--- src/rtl/lfsr_core.sv ---
// Fibonacci LFSR state register: shifts toward the MSB with XOR feedback into bit 0.
// An all-zero state reloads SEED; LFSR_SEED_LOAD_EN adds a synchronous seed load.
module lfsr_core #(
    parameter int unsigned      WIDTH = 8,
    parameter logic [WIDTH-1:0] TAPS  = '1,
    parameter logic [WIDTH-1:0] SEED  = 1
) (
    input  logic             i_clk,
    input  logic             i_rst_n,
`ifdef LFSR_SEED_LOAD_EN
    input  logic             i_load,
    input  logic [WIDTH-1:0] i_seed,
`endif
    output logic [WIDTH-1:0] o_state
);

    logic [WIDTH-1:0] state_q;
    logic             fb;

    assign fb      = ^(state_q & TAPS);
    assign o_state = state_q;

    always_ff @(posedge i_clk or negedge i_rst_n) begin
        if (!i_rst_n) begin
            state_q <= SEED;
        end else begin
`ifdef LFSR_SEED_LOAD_EN
            if (i_load) begin
                // A zero seed would lock the register, so fall back to SEED.
                state_q <= (i_seed == '0) ? SEED : i_seed;
            end else
`endif
            if (state_q == '0) begin
                state_q <= SEED;
            end else begin
                state_q <= {state_q[WIDTH-2:0], fb};
            end
        end
    end

endmodule

--- config.mk ---
export PLATFORM = sky130hd
export DESIGN_NAME = lfsr_core
export DESIGN_NICKNAME = d
export VERILOG_FILES = /design/src/rtl/lfsr_core.sv
export SDC_FILE = /design/constraint.sdc
export NUM_CORES = 1
export LEC_CHECK = 0
export CAP_MARGIN = 5
export CORE_AREA = 4 4 41 43
export CTS_BUF_LIST = sky130_fd_sc_hd__clkbuf_4
export DETAILED_ROUTE_END_ITERATION = 16
export DIE_AREA = 0 0 45 47
export DONT_BUFFER_PORTS = 1
export PLACE_DENSITY = 0.43
export SLEW_MARGIN = 20
export SYNTH_ARGS = -nofsm -noshare
export SYNTH_HDL_FRONTEND = slang
export SYNTH_SLANG_ARGS = --single-unit
--- constraint.sdc ---
create_clock -name i_clk -period 1.5 [get_ports i_clk]
set_clock_uncertainty 0.1 [all_clocks]
set_input_delay 0.3 -clock i_clk [delete_from_list [all_inputs] [get_ports i_clk]]
set_output_delay 0.3 -clock i_clk [all_outputs]
set_load 0.02 [all_outputs]
**Word level (Yosys, flattened, before mapping)**

Index checks and enable logic that the tools add are counted.

- Register bits after elaboration: 8
- Output and inout bits: 8
- Input port bits: 2

- Reduce and logical (&&, ||, !) cells: 2
- Multiplexer cells: 1

Operators with widths:

| kind | count |
|---|---|
| zero test 8 bit | 1 |
| two-way mux 8 bit | 1 |
| XOR reduction 8 bit | 1 |

**Depth between registers and ports, before layout**

- Depth in word-level cells: 2
- Mapped depth: 5

**Least setup slack after synthesis**

OpenSTA, ideal clock, no wires.

- Kind: register -> register
- From: register state_q[0], in the netlist o_state[0]
- To: register state_q[0], in the netlist o_state[0]
- Library setup time: 84 ps
- Path buffers: 0
- Data arrival time: 1256 ps
- Clock period less this slack: 1440 ps
- Stages on the path, launching flop included: 6
- Path slack: 60 ps
- Path through: dfstp_2 inv_1 ha_1 xor2_1 xnor2_1 nand2_1

- Cells in the longest elaborated chain, start to end: 2

RTL lines:

| element | RTL line | RTL |
|---|---|---|
| from (decl) | 17 | `logic [WIDTH-1:0] state_q;` |
| from (signal assigned) | 36 | `state_q <= {state_q[WIDTH-2:0], fb};` |
| XOR reduction 8 bit / zero test 8 bit (equally long branches) | 20, 33 |  |
| two-way mux 8 bit * | 33 | `if (state_q == '0) begin` |

Every way passes the cells marked *; elsewhere a longest branch is shown, timed or not.

**Worst setup path in the final report**

Ends and elaborated chain as after synthesis.

==> results.cfg <==
[outcome]
status = completed

[setup_path]
cp.arrival_ns = 1.46
cp.required_ns = 1.58
path_max_fanout = 2
crit_chain = inv_1, ha_1, xor2_1, xnor2_1, nand2_1
reg2reg_slack_ns = 0.12
max_stage_delay_ns = 0.53
worstSetupEndpointType = flop
cpMaxStageDelayCell = dfstp_2
critPathKind = reg -> reg
reg2reg_depth = 5
start_kind = flop

[clocking]
clock_latency_ns = 0.26
cts.sinks = 8
tritoncts = yes
cts_made_buffers = 3
cts_root_buffer = clkbuf_4
htree_levels = 1
cts_buffer_depth = 2
postCtsSetupBuffers = 0
clk_pin_slew_ns = 0.06
cts_hold_buf = 1
cts_resized = 0

[yosys]
ys.flop_type = dfrtp_1
synth_edf_count = 0
syn-instance-count = 32
synth_top_area_share_pct = 48.4
synth-async-reset-ratio_pct = 100
ys_seq_elements = 8
synth_area_leaders = dfrtp_1 48%, ha_1 14%, and2_1 12%
ys_warn_count = 0
yosysUniqueCellTypes = 9
syn_avg_cell_area_um2 = 11.3
yosysMostFrequentCell = inv_1
yosysTopAreaCell = dfrtp_1
synth_common_cells = 8 x inv_1, 7 x and2_1, 7 x dfrtp_1, 4 x ha_1, 2 x xor2_1
ys_seq_area_share_pct = 55.7
synth_nets = 38
synth_area_um2 = 362

[min_path]
hp-class = in -> async

[power_and_ir_drop]
irDropWorstVdd_uv = 426
combinationalPowerShare_pct = 1.4
p_switching_mw = 0.0881
p_int_mw = 0.338
p_leak_nw = 0.262
switching_share_pct = 20.7
clkPwrFrac_pct = 48.0
p_per_area_nw_per_um2 = 887
seqPwrFrac_pct = 50.6

[place]
portBuffers = 0
finalWeightedCongestion = 0.626
dpl.cell_count = 55
dpl.hpwl_um = 493

[grt]
grt_pass1_wl_mm = 1.06
track_usage_pct = 7.97
overflow = 0
grt_max_degree = 9
antenna_found_initial = 0
grt_pass1_vias = 246

[drt]
dr.pass1.iters = 1
postRouteAntennaNets = 0
viasPerCell = 3.97
drt_iter0_markers = 0
routedWlPerCell_um = 10.7
finalWirelength_um = 639
drc = 0
vias = 238

[final_layout]
diodes = 0
nets = 52
fin_cells = 60
largest_reg_flops = 8
area_delta_synth_final_pct = 32.9
drive_above_1_share_pct = 28.9

[die]
num_rows = 13
dieArea_um2 = 2120
die_h_um = 47
die_w_um = 45
coreArea_um2 = 1300
initial_core_util_pct = 27.8
num_io_pins = 10

[sta]
rsz0062_at_grt = no
fmaxAchievable_mhz = 723
drv_slew = 0
period_share_pct = 92.2
setup-tns-final_ns = 0
worst_pin_slew_ns = 0.374
maxSlewHeadroom_pct = 75.0
setup_violations = 0
fin_crit_ns = 1.38
hold_violations = 0

[flow_run]
maxCapViolCount = 0
per-stage QoR:
step / hold slack, ns / power, mW / setup slack [ns] / instance area (µm²) / util (%)
2_1_floorplan: -0.0956 / 0.220 / 0.0595 / 362 / -
4_1_cts: 0.293 / 0.434 / 0.105 / 480 / 36.9
5_1_grt: 0.321 / 0.440 / 0.0585 / 480 / 36.9
3_3_place_gp: -0.0953 / 0.220 / 0.131 / 440 / 33.8
3_5_place_dp: -0.0953 / 0.220 / 0.113 / 440 / 33.8
6_report: 0.286 / 0.426 / 0.117 / 480 / 36.9
placed cells by master (no fill, tap or decap):
cell type      netlist  final
dlygate4sd3_1        0      1
ha_1                 4      4
nand4_1              1      1
dfstp_2              1      1
inv_1                8      8
dfrtp_1              7      7
buf_4                0      8
clkbuf_4             0      4
and2_1               7      7
xor2_1               2      2
nand2_1              1      1
xnor2_1              1      1
power by group through the flow:
stage	Sequential (mW)	Clock, mW	Combinational, mW
global placement	0.220	0	0.000000141
CTS	0.216	0.212	0.00634
finish	0.216	0.205	0.00588
global route	0.216	0.217	0.00722
detailed placement	0.220	0	0.000000141
floorplan	0.220	0	0.000000100
final cells by class:
cell class | count | area, µm²
clock buffers | 4 | 30.0
well taps | 15 | 18.8
repair buffers | 9 | 70.1
inverters | 8 | 30.0
multi-input cells | 16 | 130
flip-flops and latches | 8 | 201
fillers | 145 | 821
critical path: cells and delay by family, from the launching register on:
family / cells / cell delay (ns)
adders and majority gates: 1 / 0.29
DFF: 1 / 0.53
buffers and inverters: 1 / 0.04
and+or+nand+nor: 1 / 0.06
xor gates and xnor gates: 2 / 0.29
routing by layer:
metal	routed length (µm)	vias up	track usage (%)
met2	293	6	9.60
met3	52	2	2.68
li1	-	120	-
met5	0	-	0
met1	280	110	8.88
met4	12	0	12.3
final timing paths:
check / start / to
max in group asynchronous: i_rst_n / o_state[0]$_DFF_PN1_
hold / removal: i_rst_n / o_state[7]$_DFF_PN0_
min in group i_clk: o_state[3]$_DFF_PN0_ / o_state[4]$_DFF_PN0_
setup reg to reg: o_state[0]$_DFF_PN1_ / o_state[0]$_DFF_PN1_
hold reg to reg: o_state[3]$_DFF_PN0_ / o_state[4]$_DFF_PN0_
setup / recovery: o_state[0]$_DFF_PN1_ / o_state[0]$_DFF_PN1_
logic make-up (layout without fill, tap and decap cells):
family                   after synthesis  after routing  synth area share, %
XOR/XNOR                               3              3                 7.27
buffers and inverters                  8             21                 8.30
AND/OR/NAND/NOR                        9              9                 14.9
flip-flops                             8              8                 55.7
adder cells (fa/ha/maj)                4              4                 13.8
(Power assumes the default switching activity.)
